[src/rtl/ofdm_tx_pkg.sv]
// Shared constants, FSM state type and the lane-wise IQ adder for the
// OFDM transmit frame scheduler.
package ofdm_tx_pkg;

    localparam int TRAIN_LEN = 320;
    localparam int SYM_LEN   = 80;
    localparam int IQ_W      = 8;
    localparam int SAMP_W    = 2 * IQ_W;
    localparam int IDX_W     = 9;

    typedef enum logic [2:0] {
        ST_IDLE,
        ST_TRAIN,
        ST_SIGNAL,
        ST_DATA,
        ST_TAIL
    } tx_state_e;

    // I in the upper lane, Q in the lower lane; each lane wraps on its own.
    function automatic logic [SAMP_W-1:0] iq_add(input logic [SAMP_W-1:0] a,
                                                 input logic [SAMP_W-1:0] b);
        logic [IQ_W-1:0] i_sum;
        logic [IQ_W-1:0] q_sum;
        i_sum = a[SAMP_W-1:IQ_W] + b[SAMP_W-1:IQ_W];
        q_sum = a[IQ_W-1:0] + b[IQ_W-1:0];
        return {i_sum, q_sum};
    endfunction

endpackage

[src/rtl/tx_out_stage.sv]
// Single-entry registered AXIS slice toward the DAC FIFO. Carries sample,
// last, sof and index. up_en_o tells the scheduler the slice can take a
// new beat this cycle (empty, or draining downstream).
module tx_out_stage
    import ofdm_tx_pkg::*;
(
    input  logic              clk,
    input  logic              rst_n,
    input  logic              in_vld_i,
    input  logic [SAMP_W-1:0] in_data_i,
    input  logic              in_last_i,
    input  logic              in_sof_i,
    input  logic [IDX_W-1:0]  in_index_i,
    output logic              up_en_o,
    input  logic              out_rdy_i,
    output logic              out_vld_o,
    output logic [SAMP_W-1:0] out_data_o,
    output logic              out_last_o,
    output logic              out_sof_o,
    output logic [IDX_W-1:0]  out_index_o
);

    logic              vld_q;
    logic [SAMP_W-1:0] data_q;
    logic              last_q;
    logic              sof_q;
    logic [IDX_W-1:0]  index_q;

    assign up_en_o = !vld_q || out_rdy_i;

    // Load a new beat only when the slot is free; payload freezes while stalled.
    always_ff @(posedge clk or negedge rst_n) begin
        if (!rst_n) begin
            vld_q   <= 1'b0;
            data_q  <= '0;
            last_q  <= 1'b0;
            sof_q   <= 1'b0;
            index_q <= '0;
        end else if (up_en_o) begin
            vld_q <= in_vld_i;
            if (in_vld_i) begin
                data_q  <= in_data_i;
                last_q  <= in_last_i;
                sof_q   <= in_sof_i;
                index_q <= in_index_i;
            end
        end
    end

    assign out_vld_o   = vld_q;
    assign out_data_o  = data_q;
    assign out_last_o  = last_q;
    assign out_sof_o   = sof_q;
    assign out_index_o = index_q;

endmodule

[src/rtl/ofdm_tx_frame_sched.sv]
// OFDM transmit frame scheduler: training preamble, SIGNAL symbol and nsym
// DATA symbols, with a one-sample overlap-add window at each boundary.
// Handshake: a beat moves on any interface exactly in a cycle where its
// valid and ready are both high at the rising clock edge; ready never
// waits on valid, and a source only sees ready while its segment is active.
module ofdm_tx_frame_sched #(
    parameter int TRAIN_LEN = 320,
    parameter int SYM_LEN   = 80,
    parameter int NSYM_W    = 8
) (
    input  logic              clk,
    input  logic              rst_n,
    input  logic              start,
    input  logic [NSYM_W-1:0] nsym,
    output logic              busy,
    output logic              done,
    output logic              len_err,
    input  logic [15:0]       train_din,
    input  logic              train_din_vld,
    input  logic              train_din_last,
    output logic              train_dout_rdy,
    input  logic [15:0]       ifft_din,
    input  logic              ifft_din_vld,
    input  logic              ifft_din_last,
    output logic              ifft_dout_rdy,
    input  logic              dac_din_rdy,
    output logic [15:0]       dac_dout,
    output logic              dac_dout_vld,
    output logic              dac_dout_last,
    output logic              dac_dout_sof,
    output logic [8:0]        dac_dout_Index
);
    import ofdm_tx_pkg::*;

    tx_state_e         state_q;
    logic [IDX_W-1:0]  scnt_q;
    logic [NSYM_W-1:0] nsym_q;
    logic [NSYM_W-1:0] symcnt_q;
    logic [SAMP_W-1:0] hold_q;
    logic              busy_q;
    logic              len_err_q;
    logic              tail_sent_q;

    logic              up_en;
    logic              in_train;
    logic              in_sym;
    logic              src_vld;
    logic              src_last;
    logic [SAMP_W-1:0] src_data;
    logic              src_acc;
    logic              seg_end;
    logic              st_vld;
    logic              st_last;
    logic              st_sof;
    logic [SAMP_W-1:0] st_data;
    logic [IDX_W-1:0]  st_idx;

    assign in_train       = (state_q == ST_TRAIN);
    assign in_sym         = (state_q == ST_SIGNAL) || (state_q == ST_DATA);
    assign train_dout_rdy = in_train && up_en;
    assign ifft_dout_rdy  = in_sym && up_en;

    // Steer the active source onto a common sample path.
    always_comb begin
        src_vld  = 1'b0;
        src_last = 1'b0;
        src_data = '0;
        if (in_train) begin
            src_vld  = train_din_vld;
            src_last = train_din_last;
            src_data = train_din;
        end else if (in_sym) begin
            src_vld  = ifft_din_vld;
            src_last = ifft_din_last;
            src_data = ifft_din;
        end
    end

    assign src_acc = src_vld && (train_dout_rdy || ifft_dout_rdy);
    assign seg_end = in_train ? (scnt_q == IDX_W'(TRAIN_LEN - 1))
                              : (scnt_q == IDX_W'(SYM_LEN - 1));

    // Window mux: the segment's last sample is parked in hold_q and merged
    // into the next segment's first sample; TAIL flushes it alone.
    always_comb begin
        st_vld  = 1'b0;
        st_data = src_data;
        st_last = 1'b0;
        st_sof  = 1'b0;
        st_idx  = scnt_q;
        if (state_q == ST_TAIL) begin
            st_vld  = !tail_sent_q;
            st_data = hold_q;
            st_last = 1'b1;
            st_idx  = IDX_W'(SYM_LEN - 1);
        end else begin
            st_vld = src_acc && !seg_end;
            st_sof = in_train && (scnt_q == '0);
            if (in_sym && (scnt_q == '0)) begin
                st_data = iq_add(hold_q, src_data);
            end
        end
    end

    // Frame FSM with sample/symbol counters, hold register and status flags.
    always_ff @(posedge clk or negedge rst_n) begin
        if (!rst_n) begin
            state_q     <= ST_IDLE;
            scnt_q      <= '0;
            nsym_q      <= '0;
            symcnt_q    <= '0;
            hold_q      <= '0;
            busy_q      <= 1'b0;
            len_err_q   <= 1'b0;
            tail_sent_q <= 1'b0;
        end else begin
            case (state_q)
                ST_IDLE: begin
                    if (start) begin
                        state_q     <= ST_TRAIN;
                        nsym_q      <= nsym;
                        scnt_q      <= '0;
                        symcnt_q    <= '0;
                        busy_q      <= 1'b1;
                        len_err_q   <= 1'b0;
                        tail_sent_q <= 1'b0;
                    end
                end
                ST_TRAIN, ST_SIGNAL, ST_DATA: begin
                    if (src_acc) begin
                        if (seg_end) begin
                            scnt_q <= '0;
                            hold_q <= src_data;
                            if (!src_last) len_err_q <= 1'b1;
                            case (state_q)
                                ST_TRAIN: state_q <= ST_SIGNAL;
                                ST_SIGNAL: begin
                                    symcnt_q <= '0;
                                    state_q  <= (nsym_q == '0) ? ST_TAIL : ST_DATA;
                                end
                                ST_DATA: begin
                                    if ((symcnt_q + NSYM_W'(1)) < nsym_q) begin
                                        symcnt_q <= symcnt_q + NSYM_W'(1);
                                    end else begin
                                        state_q <= ST_TAIL;
                                    end
                                end
                                default: state_q <= ST_IDLE;
                            endcase
                        end else begin
                            scnt_q <= scnt_q + IDX_W'(1);
                            if (src_last) len_err_q <= 1'b1;
                        end
                    end
                end
                ST_TAIL: begin
                    if (up_en && !tail_sent_q) tail_sent_q <= 1'b1;
                    if (done) begin
                        state_q     <= ST_IDLE;
                        busy_q      <= 1'b0;
                        tail_sent_q <= 1'b0;
                    end
                end
                default: state_q <= ST_IDLE;
            endcase
        end
    end

    assign busy    = busy_q;
    assign len_err = len_err_q;
    assign done    = dac_dout_vld && dac_dout_last && dac_din_rdy;

    tx_out_stage u_out (
        .clk         (clk),
        .rst_n       (rst_n),
        .in_vld_i    (st_vld),
        .in_data_i   (st_data),
        .in_last_i   (st_last),
        .in_sof_i    (st_sof),
        .in_index_i  (st_idx),
        .up_en_o     (up_en),
        .out_rdy_i   (dac_din_rdy),
        .out_vld_o   (dac_dout_vld),
        .out_data_o  (dac_dout),
        .out_last_o  (dac_dout_last),
        .out_sof_o   (dac_dout_sof),
        .out_index_o (dac_dout_Index)
    );

endmodule

[config.mk]
export PLATFORM = sky130hd
export DESIGN_NAME = ofdm_tx_frame_sched
export DESIGN_NICKNAME = d
export VERILOG_FILES = /design/src/rtl/ofdm_tx_pkg.sv /design/src/rtl/tx_out_stage.sv /design/src/rtl/ofdm_tx_frame_sched.sv
export SDC_FILE = /design/constraint.sdc
export NUM_CORES = 1
export LEC_CHECK = 0
export BUFFER_PORTS_ARGS = -buffer_cell sky130_fd_sc_hd__buf_2
export CAP_MARGIN = 20
export CORE_ASPECT_RATIO = 1.1
export CORE_MARGIN = 4
export CORE_UTILIZATION = 50
export DETAILED_ROUTE_END_ITERATION = 7
export PLACE_DENSITY = 0.84
export SYNTH_ARGS = -nofsm -noshare
export SYNTH_HDL_FRONTEND = slang
export SYNTH_HIERARCHICAL = 1
export SYNTH_SLANG_ARGS = --single-unit
[constraint.sdc]
create_clock -name clk -period 3.8 [get_ports clk]
set_clock_uncertainty 0.2 [all_clocks]
set_input_delay 0 -clock clk [delete_from_list [all_inputs] [get_ports clk]]
set_output_delay 0 -clock clk [all_outputs]
set_load 0.01 [all_outputs]
==> reports/results.ini, run 1 <==
[die]
core_area_um2=9310
die_width_um=101
die_h_um=110
start_util=0.511
die_area_um2=11100
row_count=37
ios=81

[global_routing]
grt_max_degree=76
top_usage_layer=met2
grt_pass1_vias=4029
grt_first_pass_wirelength_um=19600
grt_antenna_before_repair=0
use_met3=0.0453
use_met1=0.276
grtUsageMet2=0.380
grt_overflow=0
grtUsageTotal=0.221

[drt]
dr.pass1.iters=5
viasPerCell=5.86
drt-initial-drc-count=338
routed_wirelength_um=12200
final_antenna_net_count=0
wire_per_inst_um=17.0
vias=4218
drc=0

[placed_design]
io_buffer_count=80
globalplace.congestion=0.903
dpl.cell_count=675
dp_hpwl_um=8260
postPlaceCellArea_um2=5270

[yosys]
yosysTopAreaCell=dfrtp_1
synthTopCellsByArea=dfrtp_1 39%, mux2_4 9.5%, ha_1 6.3%
synth_cell_types=57
yosysMostFrequentCell=dfrtp_1
avgSynthCellArea_um2=9.74
synthTopCellsByCount=75 x dfrtp_1, 53 x nand2_1, 43 x nor2_1
ys_seq_elements=75
synth_top_flop_cell=dfrtp_1
synth_top_area_frac=0.395
synth_edf_count=0
seq_area_frac_synth=0.395
ys.warnings.count=6
synth_fp_nets=562
synth_area_um2=4750
synthArstFlopShare=1.00
syn-instance-count=488

[layout]
areaGrowthSynthToFinish_pct=21.4
instances_no_fill=720
postLayoutCellArea_um2=5770
register_area_um2=1880
multi_input_area_um2=2680
antennaDiodeCount=0
fin_nets=672
drive_gt1_frac=0.269
fillCellCount=747

[worst_setup_path]
path_cells=nor2b_1, buf_4, a22oi_1, dlygate4sd3_1, nor2_1, ha_1, fa_1, a21o_1, a21oi_1, o21ai_0, xnor2_1, o21ai_0, mux2_2
rrSetupSlack_ps=120
critPathLaunch=state_q[0]
critical_path_class=reg2reg
max_stage_delay_ps=580
timing.rr.start=state_q[0]
crit_arrival_ps=3700
cp.required_ps=3830
startpoint_type=register
end_kind=register
cpMostUsedCell=o21ai_0
timing.rr.end=u_out/out_data_o[14]
cpMaxStageDelayCell=dlygate4sd3_1
reg2reg_depth=13
worst-path-max-fanout=15

[clock_tree]
numCtsBuffers=9
post-cts-setup-buffers=0
clock-root-buffer=clkbuf_8
insertion_delay_ps=350
ctsHtreeMaxLevel=3
cts.sinks=75
clockBufferDepth=2
tritoncts=yes
clkTransAtPathRegs_ps=80

[power]
p_seq_frac=0.333
p_per_area_nw_per_um2=586
clockPowerShare=0.185
switchingPower_uw=1320
switching_share=0.390
intPower_uw=2060
combPwrFrac=0.482
cellLeakagePower_uw=0.00290
ir_drop_mv=0.307

[timing]
tns_ps=0
rsz0062_at_grt=false
slew_headroom=0.363
hold_violations=0
slew_viol_final=0
worstMarginPinSlew_ps=956
max_freq_mhz=272
min_period_over_period=0.967
fin_crit_ps=3680
final-setup-viol-count=0

[worst_hold_path]
hold_end=hold_q[0]
hold_start=ifft_din[0]
hold_path_depth=4
holdCritPathClass=in2reg

[run_status]
status=finished clean

[flow_run]
drv_cap=0

## per-stage QoR
stage,worst slack (ps),hold slack [ps],util,total power (uW)
final,125,0.485,0.620,3380
after global routing,9.04,43.6,0.620,3610
after CTS,114,2.53,0.619,3360
after detailed placement,584,0.245,0.566,2650
after global placement,684,0.286,0.566,2570
after floorplan,482,-496,-,2220
## cell families (layout without fill, tap and decap cells)
group / count (synthesis) / after routing / share of synthesized area
and+or+nand+nor: 171 / 171 / 0.180
AOI/OAI and AO/OA: 115 / 115 / 0.156
buffers and inverters: 43 / 158 / 0.0421
xor gates and xnor gates: 13 / 13 / 0.0240
adders and majority gates: 26 / 26 / 0.0716
muxes: 45 / 45 / 0.131
DFF: 75 / 75 / 0.395
## how the worst max path moves through the flow
stage | to | slack, ps | cells past startpoint
after detailed placement | u_out/out_data_o[13] | 580 | 7
after global routing | u_out/out_data_o[15] | 9 | 13
after CTS | u_out/out_data_o[15] | 110 | 13
final | u_out/out_data_o[14] | 120 | 13
after floorplan | u_out/out_data_o[15] | 480 | 14
after global placement | u_out/out_data_o[12] | 680 | 7
## cell usage in the layout, fill, tap and decap left out, types with 3 or more instances in the layout
master,count
nor2_1,43
ha_1,24
clkinv_4,3
inv_1,20
nand4_1,4
o31ai_1,4
nand2b_1,17
a221o_1,6
clkbuf_8,9
o211ai_1,4
xnor2_1,6
a22oi_1,23
and3_1,3
nand3b_1,3
xor2_1,7
a21o_1,3
dfrtp_1,75
buf_4,12
mux2_4,30
nor4_1,3
buf_2,80
nor2b_1,5
nand2_1,53
nor3_1,7
mux2_2,13
dlygate4sd3_1,29
o21ai_0,40
a21oi_1,19
nand3_1,14
and2_1,7
## state kept, by name (all words and copies together), names as in the netlist
name,flops
hold_q,16
u_out/out_data_o,16
scnt_q,9
u_out/out_index_o,9
nsym_q,8
symcnt_q,8
state_q,3
busy,1
len_err,1
tail_sent_q,1
u_out/out_last_o,1
u_out/out_sof_o,1
u_out/out_vld_o,1
## metal layers
metal	share of wire	vias to the layer above
met2	0.51	163
met5	0	-
met1	0.40	2060
met4	0.021	0
met3	0.061	23
li1	-	1972
## worst max-delay path: cells and delay by family, from the launching register on
kind	cells	cell delay (ps)
xor+xnor	1	140
simple gates	2	230
fa+ha+maj	2	690
buf+inv	2	780
flops	1	380
compound gates	5	840
mux	1	280
## power by group through the flow
stage                     clock network (uW)  registers, uW  logic, uW
after detailed placement                   0           1140       1510
after global routing                     678           1150       1780
final                                    624           1130       1630
after CTS                                640           1120       1600
after floorplan                            0           1160       1060
after global placement                     0           1130       1450
## repair_timing
| item | CTS | global route |
|---|---|---|
| endpoints found under the hold margin | 97 | 0 |
| resized for setup | 0 | 1 |
| hold buffers | 29 | 0 |
| setup endpoints to repair | 0 | 1 |
## area by class of cell
class	instances	share of cell area
multi-input combinational	370	0.465
sequential	75	0.325
timing repair buffer	121	0.135
tap	117	0.0254
clock buffer	9	0.0215
inverter	21	0.0137
clock inverter	7	0.0135
No activity file was read; power rests on OpenSTA's default activity.
==> run 2: changes to the inputs <==
==> constraint.sdc (replaced) <==
create_clock -name clk -period 4.7 [get_ports clk]
set_clock_uncertainty 0.2 [all_clocks]
set_input_delay 0 -clock clk [delete_from_list [all_inputs] [get_ports clk]]
set_output_delay 0 -clock clk [all_outputs]
set_load 0.01 [all_outputs]
==> reports/results.ini, run 2 (synthesis results as in run 1) <==
[run_status]
status=finished clean

[timing]
rsz0062_at_grt=false
tns_ps=0  ; unchanged
hold_violations=0  ; unchanged
slew_headroom=0.269  ; -0.0938
slew_viol_final=0  ; unchanged
min_period_over_period=0.919  ; -0.0477
final-setup-viol-count=0  ; unchanged
worstMarginPinSlew_ps=1100  ; +141 ps
fin_crit_ps=4320  ; +646 ps
max_freq_mhz=231  ; -15%
holdWs_ps=33.8  ; +33.4 ps

[die]
core_area_um2=9310  ; unchanged
die_h_um=110  ; unchanged
start_util=0.511  ; unchanged
die_width_um=101  ; unchanged
row_count=37  ; unchanged
die_area_um2=11100  ; unchanged
ios=81  ; unchanged

[worst_hold_path]
holdCritPathClass=in2reg

[drt]
drt-initial-drc-count=351  ; +3.8%
vias=4188  ; -0.71%
viasPerCell=5.81  ; -0.85%
routed_wirelength_um=12100  ; -0.83%
dr.pass1.iters=5  ; unchanged
final_antenna_net_count=0  ; unchanged
drc=0  ; unchanged
wire_per_inst_um=16.8  ; -0.97%

[flow_run]
drv_cap=0  ; unchanged

[layout]
fin_util=0.622  ; +0.00202
final_common_cell=buf_2
drive_gt1_frac=0.258  ; -0.0104
fin_nets=673  ; +0.15%
layout_common_cells=80 x buf_2, 75 x dfrtp_1, 53 x nand2_1
areaGrowthSynthToFinish_pct=21.7
antennaDiodeCount=0  ; unchanged
instances_no_fill=721  ; +0.14%

[clock_tree]
cts.sinks=75  ; unchanged
clkTransAtPathRegs_ps=90  ; about the same
clockBufferDepth=2  ; unchanged
ctsHtreeMaxLevel=3  ; unchanged
numCtsBuffers=9  ; unchanged
clock-root-buffer=clkbuf_8
insertion_delay_ps=350  ; about the same
tritoncts=yes
post-cts-setup-buffers=0  ; unchanged
post_cts_resize_count=0  ; unchanged

[global_routing]
grt_antenna_before_repair=0  ; unchanged
grt_first_pass_wirelength_um=19500  ; about the same
grt_max_degree=50  ; -34%
grtUsageTotal=0.221  ; about the same
grt_pass1_vias=4114  ; +2.1%
grt_overflow=0  ; unchanged

[placed_design]
io_buffer_count=80  ; unchanged
globalplace.congestion=0.893  ; -1.0%
dp_hpwl_um=8240  ; -0.25%
dpl.cell_count=669  ; -0.89%

[power]
p_per_area_nw_per_um2=471  ; -20%
ir_drop_mv=0.219  ; -29%
power_uw=2720  ; -19%
cellLeakagePower_uw=0.00289  ; -0.27%

[worst_setup_path]
crit_arrival_ps=4370  ; +670 ps
critical_path_class=reg2reg
startpoint_type=register
end_kind=register
worst-path-max-fanout=12  ; -3
cp.required_ps=4750  ; +920 ps

==> run 2: worst max-delay path, cell delays in order, from the launching register on <==
cell,delay (ps)
dfrtp_1,570
nor2b_1,760
buf_4,280
a22oi_1,70
dlygate4sd3_1,590
nor2_1,170
ha_1,310
nand3_1,110
o211ai_1,120
o41a_1,380
mux2i_1,220
o221ai_1,150
mux2_4,280
==> run 2: final cells by class <==
| type | instances | area, um2 |
|---|---|---|
| Fill cell | 743 | 3520 |
| Multi-Input combinational cell | 370 | 2680 |
| Clock buffer | 9 | 124 |
| Clock inverter | 7 | 68.8 |
| Sequential cell | 75 | 1880 |
| Timing Repair Buffer | 122 | 816 |
| Tap cell | 117 | 146 |
| Inverter | 21 | 78.8 |
==> run 2: path summary, 6_finish.rpt <==
check	start	end	slack (ps)	cells after the start
max	state_q[0]	u_out/out_data_o[7]	380	12
min	train_din[4]	hold_q[4]	30	4
max reg2reg	state_q[0]	u_out/out_data_o[7]	380	12
min reg2reg	u_out/out_sof_o	u_out/out_sof_o	310	1
max in group asynchronous	rst_n	nsym_q[2]	2970	5
min in group asynchronous	rst_n	hold_q[8]	390	3
==> run 2: layer usage <==
metal | vias to the layer above | share of wire | global-route usage
li1 | 1967 | - | -
met1 | 2002 | 0.42 | 0.283
met2 | 184 | 0.49 | 0.370
met3 | 35 | 0.060 | 0.0340
met4 | 0 | 0.027 | 0.0988
met5 | - | 0 | 0
==> run 2: metrics by stage <==
step | instance area [um2] | setup slack, ps
5_1_grt | 5790 | 235
2_1_floorplan | 4750 | 1380
3_3_place_gp | 5220 | 1040
3_5_place_dp | 5220 | 869
4_1_cts | 5760 | 489
6_report | 5790 | 379
==> run 2: where the power goes <==
group	switching (uW)	internal, uW	total, uW
combinational	695	626	1320
clock	254	243	497
sequential	106	800	905
total	1050	1670	2720
==> run 2: timing repair <==
action	CTS	global route
hold buffers	34	1
hold endpoints to repair	74	11
endpoints found under the setup margin	0	0
==> run 3: changes to the inputs <==
--- a/config.mk
+++ b/config.mk
@@ -11,6 +11,7 @@
 export CORE_MARGIN = 4
 export CORE_UTILIZATION = 50
 export DETAILED_ROUTE_END_ITERATION = 7
+export MAX_ROUTING_LAYER = met4
 export PLACE_DENSITY = 0.84
 export SYNTH_ARGS = -nofsm -noshare
 export SYNTH_HDL_FRONTEND = slang
==> constraint.sdc (replaced) <==
create_clock -name clk -period 4.7 [get_ports clk]
set_clock_uncertainty 0.2 [all_clocks]
set_input_delay 0 -clock clk [delete_from_list [all_inputs] [get_ports clk]]
set_output_delay 0 -clock clk [all_outputs]
set_load 0.005 [all_outputs]
==> reports/results.ini, run 3 (synthesis results as in run 1) <==
[clock_tree]
numCtsBuffers=9  ; unchanged
clock-root-buffer=clkbuf_8
cts.sinks=75  ; unchanged
ctsHtreeMaxLevel=3  ; unchanged
clkTransAtPathRegs_ps=90  ; about the same
insertion_delay_ps=360  ; about the same
post_cts_resize_count=0  ; unchanged
clockBufferDepth=2  ; unchanged
tritoncts=yes

[layout]
fin_nets=672  ; -0.15%
final_common_cell=buf_2
register_area_um2=1880  ; unchanged
areaGrowthSynthToFinish_pct=20.9
layout_common_cells=80 x buf_2, 75 x dfrtp_1, 53 x nand2_1
fin_util=0.617  ; -0.00457
antennaDiodeCount=0  ; unchanged
drive_gt1_frac=0.255  ; -0.00289
fillCellCount=755  ; +1.6%
multi_input_area_um2=2680  ; unchanged

[placed_design]
dp_hpwl_um=8030  ; -2.5%
io_buffer_count=80  ; unchanged
globalplace.congestion=0.902  ; +0.95%

[worst_setup_path]
timing.rr.start=state_q[0]
reg2reg_depth=12  ; unchanged
crit_arrival_ps=4380  ; about the same
cp.required_ps=4740  ; about the same
end_kind=register
worst-path-max-fanout=12  ; unchanged
cpMaxStageDelayCell=nor2b_1
max_stage_delay_ps=780  ; +20 ps
startpoint_type=register
path_cells=nor2b_1, a22oi_1, dlygate4sd3_1, nor2_1, ha_1, nand3_1, o211ai_1, o41ai_1, nor2b_1, o21ai_0, o211ai_1, mux2_2
timing.rr.end=u_out/out_data_o[15]
critical_path_class=reg2reg
rrSetupSlack_ps=360  ; -20 ps

[flow_run]
drv_cap=0  ; unchanged

[worst_hold_path]
holdCritPathClass=in2reg
hold_start=ifft_din[13]
hold_end=hold_q[13]
hold_path_depth=4  ; unchanged

[drt]
wire_per_inst_um=16.9  ; +0.76%
routed_wirelength_um=12200  ; +0.62%
vias=4134  ; -1.3%
viasPerCell=5.74  ; -1.2%
final_antenna_net_count=0  ; unchanged
drc=0  ; unchanged
dr.pass1.iters=6  ; +1
drt-initial-drc-count=353  ; +0.57%

[timing]
max_freq_mhz=231  ; -0.35%
slew_viol_final=0  ; unchanged
holdWs_ps=25.9  ; -7.97 ps
rsz0062_at_grt=false
tns_ps=0  ; unchanged
hold_violations=0  ; unchanged
min_period_over_period=0.923  ; +0.00322
slew_headroom=0.315  ; +0.0459
worstMarginPinSlew_ps=1030  ; -68.9 ps
final-setup-viol-count=0  ; unchanged
fin_crit_ps=4340  ; +15.2 ps

[die]
row_count=37  ; unchanged
die_width_um=101  ; unchanged
die_h_um=110  ; unchanged
core_area_um2=9310  ; unchanged
ios=81  ; unchanged
die_area_um2=11100  ; unchanged
start_util=0.511  ; unchanged

[power]
p_per_area_nw_per_um2=458  ; -2.7%
clockPowerShare=0.170  ; -0.012
intPower_uw=1620  ; -3.1%
switching_share=0.385  ; -0.00198
cellLeakagePower_uw=0.00287  ; -0.78%
p_seq_frac=0.344  ; +0.012
combPwrFrac=0.486  ; about the same
switchingPower_uw=1010  ; -3.9%
ir_drop_mv=0.255  ; +16%

[global_routing]
grtUsageTotal=0.232  ; +0.0107
grt_max_degree=39  ; -22%
grt_first_pass_wirelength_um=19900  ; +1.6%
grt_pass1_vias=4165  ; +1.2%
grt_overflow=0  ; unchanged
grt_antenna_before_repair=0  ; unchanged

[run_status]
status=finished clean

[run 3: per-layer routing]
| layer | routed length (um) | track usage | up-vias | share of wire |
|---|---|---|---|---|
| met5 | 0 | - | - | 0 |
| met4 | 354 | 0.124 | 0 | 0.029 |
| met3 | 633 | 0.0334 | 32 | 0.052 |
| met2 | 6030 | 0.381 | 135 | 0.50 |
| met1 | 5160 | 0.276 | 2001 | 0.42 |
| li1 | - | - | 1966 | - |
[run 3: how the worst max path moves through the flow]
stage | slack [ps] | endpoint | depth (start not counted) | from
finish | 360 | u_out/out_data_o[15] | 12 | state_q[0]
global route | 100 | u_out/out_data_o[15] | 12 | state_q[0]
CTS | 490 | u_out/out_data_o[15] | 12 | state_q[0]
detailed placement | 870 | u_out/out_data_o[7] | 11 | state_q[0]
global placement | 1060 | u_out/out_data_o[15] | 11 | state_q[0]
floorplan | 1380 | u_out/out_data_o[15] | 14 | state_q[0]
[run 3: through the flow]
step           worst slack (ps)  power, uW  area, um2  std cells
3_5_place_dp                865       2090       5220        669
6_report                    364       2630       5740        720
5_1_grt                    96.0       2810       5740        720
4_1_cts                     485       2620       5740        720
3_3_place_gp               1060       2040       5220        669
2_1_floorplan              1380       1750       4750        488
[run 3: power by group through the flow]
stage | logic [uW] | clock network (uW) | registers, uW
5_1_grt | 1410 | 485 | 923
3_3_place_gp | 1140 | 0 | 908
3_5_place_dp | 1170 | 0 | 916
2_1_floorplan | 854 | 0 | 898
4_1_cts | 1260 | 456 | 904
6_report | 1280 | 447 | 905
[run 3: area by class of cell]
class	count	share of cell area
Tap cell	117	0.0255
Multi-Input combinational cell	370	0.466
Sequential cell	75	0.327
Inverter	21	0.0137
Timing Repair Buffer	121	0.139
Clock buffer	10	0.0222
Clock inverter	6	0.00741
[run 3: worst max-delay path: cells and delay by family (launching register included)]
kind,cells,cell delay [ps]
adders and majority gates,1,310
AOI/OAI and AO/OA,5,1110
buffers and inverters,1,620
and+or+nand+nor,4,1160
muxes,1,260
DFF,1,550
[run 3: repair_timing]
action | CTS | global route
endpoints found under the hold margin | 63 | 0
endpoints found under the setup margin | 0 | 0
hold buffers | 35 | 0
buffers inserted | 0 | 0
